[src/rtl/tanhshrink_lut_stream.sv]
// Streaming tanhshrink: signed fixed-point lanes -> sign/magnitude Q4.4 LUT index -> signed rescaled result.
// Two register-slice stages, latency 2, one beat of PAR lanes per handshake.

module tanhshrink_lut_lane #(
   parameter int WI = 16,
   parameter int FI = 8,
   parameter int WO = 16,
   parameter int FO = 8
) (
   input  logic          clk,
   input  logic          rst_n,
   input  logic          i_s1_en,
   input  logic          i_s2_en,
   input  logic [WI-1:0] i_x,
   output logic [WO-1:0] o_y
);
   localparam int IN_SR  = (FI >= 4) ? FI - 4 : 0;
   localparam int IN_SL  = (FI >= 4) ? 0 : 4 - FI;
   localparam int OUT_SL = (FO >= 4) ? FO - 4 : 0;
   localparam int OUT_SR = (FO >= 4) ? 0 : 4 - FO;
   localparam int IW     = WI + 4;
   localparam int VW     = ((WO > 8 + OUT_SL) ? WO : 8 + OUT_SL) + 2;

   localparam logic [WI-1:0]        IN_MIN  = {1'b1, {(WI-1){1'b0}}};
   localparam logic [WI-1:0]        IN_MAX  = {1'b0, {(WI-1){1'b1}}};
   localparam logic signed [VW-1:0] OUT_MAX = $signed({{(VW-WO+1){1'b0}}, {(WO-1){1'b1}}});
   localparam logic signed [VW-1:0] OUT_MIN = $signed({{(VW-WO+1){1'b1}}, {(WO-1){1'b0}}});

   // floor(16*(x - tanh x)) at x = k/16; above k=27 tanh exceeds 15/16 so the result is k-16
   function automatic logic [7:0] f_lut(input logic [7:0] k);
      logic [7:0] l;
      case (k) inside
         [8'd0:8'd9]   : l = 8'd0;
         [8'd10:8'd12] : l = 8'd1;
         [8'd13:8'd14] : l = 8'd2;
         [8'd15:8'd16] : l = 8'd3;
         8'd17         : l = 8'd4;
         [8'd18:8'd19] : l = 8'd5;
         8'd20         : l = 8'd6;
         [8'd21:8'd22] : l = 8'd7;
         8'd23         : l = 8'd8;
         8'd24         : l = 8'd9;
         8'd25         : l = 8'd10;
         8'd26         : l = 8'd11;
         8'd27         : l = 8'd12;
         default       : l = k - 8'd16;
      endcase
      return l;
   endfunction

   logic                 w_sign;
   logic [WI-1:0]        w_mag;
   logic [IW-1:0]        w_idx_w;
   logic [7:0]           w_idx;
   logic                 r_sign;
   logic [7:0]           r_idx;
   logic [7:0]           w_l;
   logic [VW-1:0]        w_v;
   logic signed [VW-1:0] w_y;
   logic [WO-1:0]        w_ysat;
   logic [WO-1:0]        r_y;

   assign w_sign = i_x[WI-1];

   always_comb begin
      w_mag = i_x;
      if (w_sign) w_mag = (i_x == IN_MIN) ? IN_MAX : -i_x;
   end

   assign w_idx_w = ({{4{1'b0}}, w_mag} >> IN_SR) << IN_SL;
   assign w_idx   = (w_idx_w > IW'(255)) ? 8'hFF : w_idx_w[7:0];

   always_ff @(posedge clk or negedge rst_n) begin
      if (!rst_n) begin
         r_sign <= 1'b0;
         r_idx  <= '0;
      end else if (i_s1_en) begin
         r_sign <= w_sign;
         r_idx  <= w_idx;
      end
   end

   assign w_l    = f_lut(r_idx);
   assign w_v    = ({{(VW-8){1'b0}}, w_l} >> OUT_SR) << OUT_SL;
   assign w_y    = r_sign ? -$signed(w_v) : $signed(w_v);
   assign w_ysat = (w_y > OUT_MAX) ? OUT_MAX[WO-1:0] :
                   (w_y < OUT_MIN) ? OUT_MIN[WO-1:0] : w_y[WO-1:0];

   always_ff @(posedge clk or negedge rst_n) begin
      if (!rst_n)       r_y <= '0;
      else if (i_s2_en) r_y <= w_ysat;
   end

   assign o_y = r_y;
endmodule

module tanhshrink_lut_stream #(
   parameter int DATA_IN_0_PRECISION_0       = 16,
   parameter int DATA_IN_0_PRECISION_1       = 8,
   parameter int DATA_OUT_0_PRECISION_0      = 16,
   parameter int DATA_OUT_0_PRECISION_1      = 8,
   parameter int DATA_IN_0_PARALLELISM_DIM_0 = 4
) (
   input  logic                                                       clk,
   input  logic                                                       rst_n,
   input  logic [DATA_IN_0_PARALLELISM_DIM_0*DATA_IN_0_PRECISION_0-1:0]  data_in_0,
   input  logic                                                       data_in_0_valid,
   output logic                                                       data_in_0_ready,
   output logic [DATA_IN_0_PARALLELISM_DIM_0*DATA_OUT_0_PRECISION_0-1:0] data_out_0,
   output logic                                                       data_out_0_valid,
   input  logic                                                       data_out_0_ready
);
   localparam int PAR = DATA_IN_0_PARALLELISM_DIM_0;
   localparam int WI  = DATA_IN_0_PRECISION_0;
   localparam int WO  = DATA_OUT_0_PRECISION_0;

   logic [2:1] r_vld_pipe;
   logic       w_s1_en;
   logic       w_s2_en;

   // ready depends only on downstream ready and local valids, never on data_in_0_valid
   assign w_s2_en         = !r_vld_pipe[2] || data_out_0_ready;
   assign w_s1_en         = !r_vld_pipe[1] || w_s2_en;
   assign data_in_0_ready = w_s1_en;

   always_ff @(posedge clk or negedge rst_n) begin
      if (!rst_n) begin
         r_vld_pipe <= '0;
      end else begin
         if (w_s1_en) r_vld_pipe[1] <= data_in_0_valid;
         if (w_s2_en) r_vld_pipe[2] <= r_vld_pipe[1];
      end
   end

   assign data_out_0_valid = r_vld_pipe[2];

   for (genvar g = 0; g < PAR; g++) begin : g_lane
      tanhshrink_lut_lane #(
         .WI (WI),
         .FI (DATA_IN_0_PRECISION_1),
         .WO (WO),
         .FO (DATA_OUT_0_PRECISION_1)
      ) u_lane (
         .clk     (clk),
         .rst_n   (rst_n),
         .i_s1_en (w_s1_en),
         .i_s2_en (w_s2_en),
         .i_x     (data_in_0[g*WI +: WI]),
         .o_y     (data_out_0[g*WO +: WO])
      );
   end
endmodule

[config.mk]
export PLATFORM = sky130hd
export DESIGN_NAME = tanhshrink_lut_stream
export DESIGN_NICKNAME = d
export VERILOG_FILES = /design/src/rtl/tanhshrink_lut_stream.sv
export SDC_FILE = /design/constraint.sdc
export NUM_CORES = 1
export LEC_CHECK = 0
export ABC_AREA = 1
export BUFFER_PORTS_ARGS = -buffer_cell sky130_fd_sc_hd__buf_2
export CORE_ASPECT_RATIO = 0.75
export CORE_MARGIN = 2
export CORE_UTILIZATION = 33
export CTS_CLUSTER_DIAMETER = 50
export CTS_CLUSTER_SIZE = 28
export DETAILED_ROUTE_END_ITERATION = 8
export GPL_TIMING_DRIVEN = 1
export PLACE_DENSITY = 0.49
export SYNTH_ARGS = -nofsm -noshare
export SYNTH_HDL_FRONTEND = slang
export SYNTH_SLANG_ARGS = --single-unit
[constraint.sdc]
create_clock -name clk -period 2.4 [get_ports clk]
set_clock_uncertainty 0.05 [all_clocks]
set_input_delay 0 -clock clk [delete_from_list [all_inputs] [get_ports clk]]
set_output_delay 0 -clock clk [all_outputs]
set_load 0.02 [all_outputs]
==> summary.txt <==
Status: finished with violations
Failing checks: negative setup slack
Die width: 184.5 µm
Share of layout cells above drive strength 1: 0.3659
Critical path type: reg2reg
Synth top area share: 0.2792
Clk_lat worst skew: 0.36 ns
Total power: 5.415 mW
Most frequent CP cell: nand2_1
Crit path max fanout: 6
Seq/Total Area, Yosys: 0.2792
Die area: 25,720 µm²
Mapped cell area: 8065 µm²
Root buf cell: clkbuf_16
Synth unique cells: 47
CTS tree: built
Final Cycle Share: 1.037
Initial Utilization: 0.3364
CTS Sinks: 90
Top-count cell post-synth: nand2_1
Clock Tree Buf Depth: 2
Drc violations: 0
Final net count: 1,693
Adder-cell share of the synthesized area: 0.01862
Avg Synthesized Cell Area: 6.157 µm²
Synth Area in XOR/XNOR: 0.04235
Site row count: 49
Vias post-DR: 8,790
Placer Congestion: 0.8634
GRT Util Overall: 0.1873
# port buffers: 133
Setup TNS: -0.5533 ns
Area growth from synthesis to layout: 43.65%
PwrDens: 467.3 nW/µm²
Maximum clock frequency: 401.6 MHz
Drt wl/cell: 12.41 µm
LEAKAGE: 6.037 nW
Rel. slew slack: 0.5450
Synth Net Count: 1,390
Die Y: 139.4 µm
GRT overflow: 0
Largest net degree at the start of global routing: 68
Synth top area cells: dfrtp_1 (28%), nand2_1 (20%), nor2_1 (8.7%)
H-tree levels: 3
CP max stage delay: 0.39 ns
Global-route wire length before repair: 39,190 µm
Final ANT Viol Nets: 0
Max-cap viol count: 0
IO Pins: 134
ANT cells: 0
Core Area: 23,970 µm²
Final WL: 24,190 µm
Antenna violations before repair: 0
RSZ-0062 raised after global routing: true
Synth Area in Compound Gates: 0.09711
Synth warn: 0
Hold slack: 0.01754 ns
Final number of max-transition violations: 0
Clock transition at path regs: 0.07 ns
Top FF cell, synth: dfrtp_1
Critical Path AT: 2.73 ns
Endpoint type of the worst setup path: flip-flop
Synth top cells by count: nand2_1 (419), nor2_1 (186), inv_1 (147), dfrtp_1 (90), nand3_1 (78)
Slowest cell on crit path: dfrtp_1
Worst hold path class: in2reg
Via density: 4.510
CTS Buf Count: 9
Post-Synth Simple-Gate Area: 0.4530
CP top delay family: simple AND/OR/NAND/NOR gates
Peak supply drop: 381.0 µV
Largest area contributor in the synthesized netlist: dfrtp_1
Synth Register Bits: 90
Buf+Inv Stages, Crit Path: 4
DR pass1 iterations: 4
Portion of netlist area occupied by mux cells: 0
FFs w/ async S/R, synth: 1.000
CP startpoint kind: flip-flop
Post-route setup slack: -0.08982 ns
Worst EP required: 2.64 ns
Cell breakdown of the critical path: inv_2 -> ha_4 -> inv_2 -> nor2_4 -> nand2_2 -> nand2_1 -> nand2_1 -> nand2_1 -> nand2_1 -> nand2_1 -> nand2_2 -> nand2_2 -> buf_4 -> buf_4 -> nand2_1 -> nor2_2 -> nand3_4 -> nor2_4 -> nor2_4 -> a21oi_2
Iter 0 DRT Violations: 438
Final setup fails: 14
Worst slew pin tran: 0.6818 ns
Placed wire-length estimate: 18,680 µm
Largest family of logic cells by synthesized area: simple AND/OR/NAND/NOR gates
Cells after Synth: 1,310
Number of flops mapped to enable cells by yosys: 0
Number of global-route vias before repair: 7,910
Final Hold Fails: 0
Fin crit period: 2.490 ns
## through the flow
step                      cell area [µm²]  setup slack (ns)  instances  utilization
after floorplan                      8070          0.003852       1310            -
after global placement              10090           -0.2014       1886       0.4208
after global routing                11590           -0.2948       1949       0.4833
final                               11590          -0.08982       1949       0.4833
after CTS                           11020          -0.06243       1941       0.4599
after detailed placement            10090           -0.2002       1886       0.4208
## per-layer routing
metal | up-vias | track usage | part of all wire
met5 | - | 0 | 0
met4 | 0 | 0.03368 | 0.0074
met3 | 9 | 0.03926 | 0.045
met2 | 170 | 0.2699 | 0.41
met1 | 3910 | 0.2871 | 0.53
li1 | 4701 | - | -
## logic make-up after synthesis
family	Yosys count
buf+inv	216
xor+xnor	39
compound gates	143
fa+ha+maj	12
simple gates	810
flops	90
## report_power, final
| group | switching [mW] | internal [mW] |
|---|---|---|
| clock | 0.677 | 0.820 |
| combinational | 1.18 | 0.796 |
| sequential | 0.213 | 1.72 |
| total | 2.07 | 3.34 |
## cells in the final DEF, fill, tap and decap left out, drive strengths merged, types with 25 or more instances in the layout
cell type / synthesis / routed
nor2: 226 / 226
buf: 24 / 306
xor2: 30 / 30
inv: 174 / 178
dfrtp: 90 / 90
dlygate4sd3: 0 / 25
nand3: 97 / 97
a21oi: 52 / 52
nand2: 441 / 441
o21ai: 70 / 70
## registers in the layout (all words and copies together) (netlist names)
name	flops
g_lane.u_lane.o_y	52
g_lane.u_lane.r_idx	32
g_lane.u_lane.r_sign	4
r_vld_pipe	2
## worst min-delay path: cells and delay by family
family,cells,cell delay [ns]
AOI/OAI and AO/OA,1,0.06
xor gates and xnor gates,1,0.07
buffers and inverters,4,0.26
## final timing paths
| kind | start | to | slack, ns | cells after the start |
|---|---|---|---|---|
| setup / recovery | g_lane[3].u_lane.r_idx[5]$_DFFE_PN0P_ | g_lane[3].u_lane.o_y[9]$_DFFE_PN0P_ | -0.09 | 20 |
| hold / removal | data_in_0[36] | g_lane[2].u_lane.r_idx[0]$_DFFE_PN0P_ | 0.02 | 6 |
| setup reg to reg | g_lane[3].u_lane.r_idx[5]$_DFFE_PN0P_ | g_lane[3].u_lane.o_y[9]$_DFFE_PN0P_ | -0.09 | 20 |
| hold reg to reg | g_lane[1].u_lane.o_y[6]$_DFFE_PN0P_ | g_lane[1].u_lane.o_y[6]$_DFFE_PN0P_ | 0.42 | 2 |
| max in group asynchronous | rst_n | g_lane[1].u_lane.r_idx[7]$_DFFE_PN0P_ | 1.56 | 3 |
| min in group asynchronous | rst_n | g_lane[2].u_lane.o_y[5]$_DFFE_PN0P_ | 0.03 | 2 |
## what timing repair did
| action | 4_1_cts | 5_1_grt |
|---|---|---|
| setup buffers | 15 | 8 |
| pin swaps | 41 | 67 |
| gates resized for setup | 77 | 135 |
| hold buffers | 25 | 0 |
| setup endpoints to repair | 43 | 53 |
| hold endpoints to repair | 114 | 0 |
## cell type report
type | instances | area (µm²)
fillers | 2528 | 12390
multi-input cells | 1004 | 5675
flip-flops and latches | 90 | 2263
repair buffers | 331 | 2263
inverters | 177 | 669.4
well taps | 331 | 414.1
clock buffers | 9 | 225.2
clock inverters | 7 | 75.07
Note: power is estimated with default switching activity, not from simulation.
